**config.mk**
```make
export PLATFORM = sky130hd
export DESIGN_NAME = srff_bank
export DESIGN_NICKNAME = d
export VERILOG_FILES = /design/src/rtl/srff_pkg.sv /design/src/rtl/srff_cell.sv /design/src/rtl/srff_bank.sv
export SDC_FILE = /design/constraint.sdc
export NUM_CORES = 1
export LEC_CHECK = 0
export CAP_MARGIN = 10
export CORE_MARGIN = 3
export CORE_UTILIZATION = 30
export CTS_CLUSTER_SIZE = 20
export DETAILED_ROUTE_END_ITERATION = 12
export GPL_ROUTABILITY_DRIVEN = 0
export PLACE_DENSITY = 0.56
export SYNTH_ARGS = -nofsm -noshare
export SYNTH_HDL_FRONTEND = slang
export SYNTH_SLANG_ARGS = --single-unit
export TNS_END_PERCENT = 1
```
**constraint.sdc**
```tcl
create_clock -name clk -period 2 [get_ports clk]
set_input_delay 0.2 -clock clk [delete_from_list [all_inputs] [get_ports clk]]
set_output_delay 0.2 -clock clk [all_outputs]
set_load 0.02 [all_outputs]
```
**src/rtl/srff_pkg.sv**
```systemverilog
// srff_pkg: shared definitions for the SR flip-flop bank.
//   - sr_mode_e : encoding of the policy applied when S and R are both high
//   - parameter limits checked by srff_bank at elaboration
//   - sr_next() : one-bit next-state function of (s, r, q, mode)
package srff_pkg;

  typedef enum logic [1:0] {
    SR_HOLD    = 2'd0,
    SR_SET_DOM = 2'd1,
    SR_RST_DOM = 2'd2,
    SR_TOGGLE  = 2'd3
  } sr_mode_e;

  localparam int MODE_MAX  = 3;
  localparam int WIDTH_MIN = 1;
  localparam int WIDTH_MAX = 64;
  localparam int CNT_W_MIN = 2;
  localparam int CNT_W_MAX = 16;

  function automatic logic sr_next(input logic i_s, input logic i_r,
                                   input logic i_q, input sr_mode_e i_mode);
    logic v_next;
    v_next = i_q;
    case ({i_s, i_r})
      2'b10: v_next = 1'b1;
      2'b01: v_next = 1'b0;
      2'b11: begin
        case (i_mode)
          SR_HOLD:    v_next = i_q;
          SR_SET_DOM: v_next = 1'b1;
          SR_RST_DOM: v_next = 1'b0;
          SR_TOGGLE:  v_next = ~i_q;
          default:    v_next = i_q;
        endcase
      end
      default: v_next = i_q;
    endcase
    return v_next;
  endfunction

endpackage

```
**src/rtl/srff_cell.sv**
```systemverilog
// srff_cell: a single SR channel.
//   i_clk, i_res (async, active-low), i_en, i_clr (sync), i_s, i_r
//   o_q        : channel state
//   o_chg      : one-cycle pulse after an enabled update changed o_q
//   o_conflict : sticky, set when S=R=1 is sampled on an enabled edge
module srff_cell
  import srff_pkg::*;
#(
  parameter int   MODE = 0,
  parameter logic INIT = 1'b0
) (
  input  logic i_clk,
  input  logic i_res,
  input  logic i_en,
  input  logic i_clr,
  input  logic i_s,
  input  logic i_r,
  output logic o_q,
  output logic o_chg,
  output logic o_conflict
);

  localparam sr_mode_e L_MODE = sr_mode_e'(MODE[1:0]);

  logic r_q;
  logic r_chg;
  logic r_conflict;
  logic w_q_next;

  assign w_q_next = sr_next(i_s, i_r, r_q, L_MODE);

  always_ff @(posedge i_clk or negedge i_res) begin
    if (!i_res) begin
      r_q        <= INIT;
      r_chg      <= 1'b0;
      r_conflict <= 1'b0;
    end else if (i_clr) begin
      // A clear may change q, but it is not reported as a change.
      r_q        <= INIT;
      r_chg      <= 1'b0;
      r_conflict <= 1'b0;
    end else if (i_en) begin
      r_q   <= w_q_next;
      r_chg <= w_q_next ^ r_q;
      if (i_s && i_r) begin
        r_conflict <= 1'b1;
      end
    end else begin
      r_chg <= 1'b0;
    end
  end

  assign o_q        = r_q;
  assign o_chg      = r_chg;
  assign o_conflict = r_conflict;

endmodule

```
**src/rtl/srff_bank.sv**
```systemverilog
// srff_bank: WIDTH independent SR flip-flops with shared enable and clear.
//   clk, res (async, active-low), en, clr (sync, overrides en)
//   s, r         : per-channel set / reset requests
//   q, qn        : channel state and its complement
//   chg          : per-channel one-cycle change pulse
//   conflict     : per-channel sticky S=R=1 flag
//   conflict_cnt : saturating count of enabled cycles with any S=R=1
//   irq          : OR of conflict, registered alongside it
module srff_bank
  import srff_pkg::*;
#(
  parameter int               WIDTH = 8,
  parameter int               MODE  = 0,
  parameter logic [WIDTH-1:0] INIT  = '0,
  parameter int               CNT_W = 8
) (
  input  logic             clk,
  input  logic             res,
  input  logic             en,
  input  logic             clr,
  input  logic [WIDTH-1:0] s,
  input  logic [WIDTH-1:0] r,
  output logic [WIDTH-1:0] q,
  output logic [WIDTH-1:0] qn,
  output logic [WIDTH-1:0] chg,
  output logic [WIDTH-1:0] conflict,
  output logic [CNT_W-1:0] conflict_cnt,
  output logic             irq
);

  generate
    if (MODE < 0 || MODE > MODE_MAX || CNT_W < CNT_W_MIN || CNT_W > CNT_W_MAX ||
        WIDTH < WIDTH_MIN || WIDTH > WIDTH_MAX) begin : g_bad_param
      $error("srff_bank: illegal parameter set WIDTH=%0d MODE=%0d CNT_W=%0d",
             WIDTH, MODE, CNT_W);
    end
  endgenerate

  localparam logic [CNT_W-1:0] L_CNT_MAX = '1;

  logic [WIDTH-1:0] w_q;
  logic [WIDTH-1:0] w_chg;
  logic [WIDTH-1:0] w_conflict;
  logic             w_any_conflict;
  logic [CNT_W-1:0] r_cnt;
  logic             r_irq;

  generate
    for (genvar gi = 0; gi < WIDTH; gi++) begin : g_cell
      srff_cell #(
        .MODE (MODE),
        .INIT (INIT[gi])
      ) u_cell (
        .i_clk      (clk),
        .i_res      (res),
        .i_en       (en),
        .i_clr      (clr),
        .i_s        (s[gi]),
        .i_r        (r[gi]),
        .o_q        (w_q[gi]),
        .o_chg      (w_chg[gi]),
        .o_conflict (w_conflict[gi])
      );
    end
  endgenerate

  assign w_any_conflict = |(s & r);

  always_ff @(posedge clk or negedge res) begin
    if (!res) begin
      r_cnt <= '0;
      r_irq <= 1'b0;
    end else if (clr) begin
      r_cnt <= '0;
      r_irq <= 1'b0;
    end else if (en) begin
      // One increment per cycle no matter how many channels conflict.
      if (w_any_conflict && (r_cnt != L_CNT_MAX)) begin
        r_cnt <= r_cnt + CNT_W'(1);
      end
      // Mirrors the conflict flags as they will be after this edge.
      r_irq <= |(w_conflict | (s & r));
    end
  end

  assign q            = w_q;
  assign qn           = ~w_q;
  assign chg          = w_chg;
  assign conflict     = w_conflict;
  assign conflict_cnt = r_cnt;
  assign irq          = r_irq;

endmodule

```
==> results of run 1 <==
[power by group]
part           leakage (nW)  total, mW  internal (mW)  switching [mW]
clock                0.0542      0.567          0.311           0.256
combinational         0.668      0.325          0.162           0.163
sequential            0.452      0.708          0.690          0.0177
total                  1.17       1.60           1.16           0.437
[registers in the layout, indices dropped and copies added (netlist names)]
name and count:
g_cell.u_cell.o_chg 8, conflict_cnt 8, g_cell.u_cell.o_q 8, g_cell.u_cell.o_conflict 8, irq 1
[per-stage QoR]
| stage | instance area, sq um | utilization | worst slack (ns) |
|---|---|---|---|
| global route | 2650 | 0.435 | 0.0148 |
| finish | 2650 | 0.435 | 0.122 |
| CTS | 2630 | 0.431 | 0.0788 |
| detailed placement | 2530 | 0.415 | -0.219 |
| floorplan | 1950 | - | 0.260 |
| global placement | 2530 | 0.415 | -0.167 |
[metal layers]
metal / wire length [microns] / part of all wire / vias up
met2: 2090 / 0.46 / 46
met4: 73 / 0.016 / 0
met5: 0 / 0 / -
met3: 226 / 0.050 / 5
li1: - / - / 770
met1: 2130 / 0.47 / 744
[final cells by class]
class,count,share of cell area
clock buffers,7,0.0363
clock inverters,1,0.00189
inverters,25,0.0354
multi-input cells,117,0.305
flip-flops and latches,33,0.311
well taps,75,0.0354
repair buffers,76,0.275
[logic make-up (layout without fill, tap and decap cells)]
group / Yosys count / after routing / synth area share
AOI/OAI and AO/OA: 39 / 39 / 0.118
xor gates and xnor gates: 8 / 8 / 0.0360
adders and majority gates: 17 / 17 / 0.109
buffers and inverters: 57 / 109 / 0.161
DFF: 33 / 33 / 0.424
muxes: 1 / 1 / 0.00514
and+or+nand+nor: 52 / 52 / 0.147
[placed cells by master, fill, tap and decap left out, types with 2 or more instances in the layout]
master           instances
nand3_1                  2
nor3_1                  11
o21ai_1                  2
or4_4                    2
clkbuf_8                 7
a21oi_1                 23
ha_1                    17
inv_1                   25
nand4_1                  2
o31ai_1                  5
nand2_1                  2
a31oi_1                  8
or3_2                    4
clkdlybuf4s50_1         59
or4_2                    3
dfrtp_1                 33
nor2_1                  18
nand2b_1                 4
xnor2_1                  8
buf_4                   15
[worst max-delay path by stage]
| stage | cells after the start | start | to | slack (ns) |
|---|---|---|---|---|
| 2_1_floorplan | 5 | conflict_cnt[0] | conflict_cnt[5] | 0.26 |
| 3_3_place_gp | 7 | s[5] | conflict_cnt[5] | -0.17 |
| 3_5_place_dp | 7 | s[5] | conflict_cnt[7] | -0.22 |
| 4_1_cts | 7 | s[5] | conflict_cnt[7] | 0.08 |
| 5_1_grt | 7 | s[1] | conflict_cnt[7] | 0.01 |
| 6_report | 7 | s[7] | conflict_cnt[6] | 0.12 |
[what timing repair did]
action | 4_1_cts | 5_1_grt
hold buffers | 0 | 0
buffers inserted | 0 | 3
endpoints found under the setup margin | 0 | 2
==> impl_metrics.yaml, run 1 <==
worst_setup_path:
  slowest_delay_ns: 0.63
  cp.arrival_ns: 2.09
  reg2reg_from: "conflict_cnt[1]"
  cp_slowest_cell: "or4_2"
  reg2reg_slack_ns: 0.21
  crit_buf_inv: 2
  r2r_cells: 5
  end_kind: "register"
  cp_max_fo: 6
  critPathKind: "input pin to register"
  cp.required_ns: 2.21
  critPathTopFamily: "simple AND/OR/NAND/NOR gates"
  cp-start-kind: "input pin"
  crit_chain: "clkdlybuf4s50_1 -> ha_1 -> or4_4 -> o21ai_4 -> buf_4 -> or4_2 -> a21oi_1"
  r2r-end: "conflict_cnt[5]"
finish:
  syn_to_final_growth_pct: 36.2
  drive_gt1_frac: 0.139
  fin_nets: 295
  seq_area_sq_um: 826
  diodes: 0
  multiInputGateArea_sq_um: 808
  final_cells: 334
  fillers: 619
sta:
  post-route-period-util: 0.939
  setup_violations: 0
  min_period_ns: 1.88
  skew_ns: 0.00108
  holdWs_ns: -0.0280
  rsz0062_at_grt: "no"
  final_hold_viol_count: 33
  worst_pin_slew_ns: 0.750
  setup_tns_ns: 0
  fmax_mhz: 532
  final_max_slew_viol_count: 0
  slew_headroom: 0.500
yosys:
  synth_edf_count: 0
  synth_flop_cell: "dfrtp_1"
  ys_warn_count: 0
  async_flop_share: 1.00
  yosys.area.top_type: "dfrtp_1"
  ys_types: 27
  yosysSeqAreaShare: 0.424
  syn-num-nets: 244
  syn_area_per_cell_sq_um: 9.41
  syn_inst: 207
  synth_top_cells_by_area: "dfrtp_1 (42%), ha_1 (11%), buf_4 (9.3%)"
  netlist_top_cells_count: "dfrtp_1 (33), inv_1 (25), buf_4 (24), a21oi_1 (23), nor2_1 (18)"
  synth_top_area_frac: 0.424
  synth_area_sq_um: 1950
  ys_ff_latch: 33
  yosys.cell_count.top_type: "dfrtp_1"
detailed_routing:
  drt_iter0_markers: 50
  wl_per_cell_microns: 13.5
  wirelength_microns: 4520
  drc_errors: 0
  firstDrtPassIters: 4
  ant_nets: 0
  routed-via-count: 1565
  routed_via_density: 4.69
status:
  status: "complete, but fails checks"
  violations: "hold timing"
cts:
  cts_tree: "done"
  cts.reportedPaths.clkPinSlew_ns: 0.07
  cts_root_buffer: "clkbuf_8"
  cts_made_buffers: 5
  clk_latency_ns: 0.29
  cts_resized: 0
  cts.path.max_buffers: 2
  cts_sinks: 33
  ctsHtreeMaxLevel: 2
floorplan:
  ioPinCount: 61
  die_w_microns: 86.6
  rows: 28
  coreArea_sq_um: 6100
  die_area_sq_um: 7490
  start_util: 0.319
  chipHeight_microns: 86.6
global_route:
  grt_use_met2: 0.209
  gr-usage-met1: 0.161
  antenna_found_initial: 0
  top_usage_layer: "met2"
  use_met3: 0.0352
  globalRouteTotalUtil: 0.128
  grt_pass1_vias: 1551
  grt_start_max_net_pins: 34
  grt_pass1_wl_microns: 7450
  grt_overflow: 0
min_path:
  hold_class: "input pin to asynchronous set/reset pin"
power_and_ir_drop:
  leakagePower_nw: 1.17
  power.total_mw: 1.60
  ir_drop_v: 0.000230
  power.density_nw_per_um2: 603
placed_design:
  placed_cells: 323
  portBuffers: 60
  dpl.hpwl_microns: 3250
flow_run:
  max_cap_violations: 0
Note: power is estimated with default switching activity, not from simulation.
==> inputs of run 2 (changes only) <==
Settings changed: SLEW_MARGIN set to 20.
==> results of run 2 <==
Same layout as run 1: the final DEF is identical, and so are final timing and power.
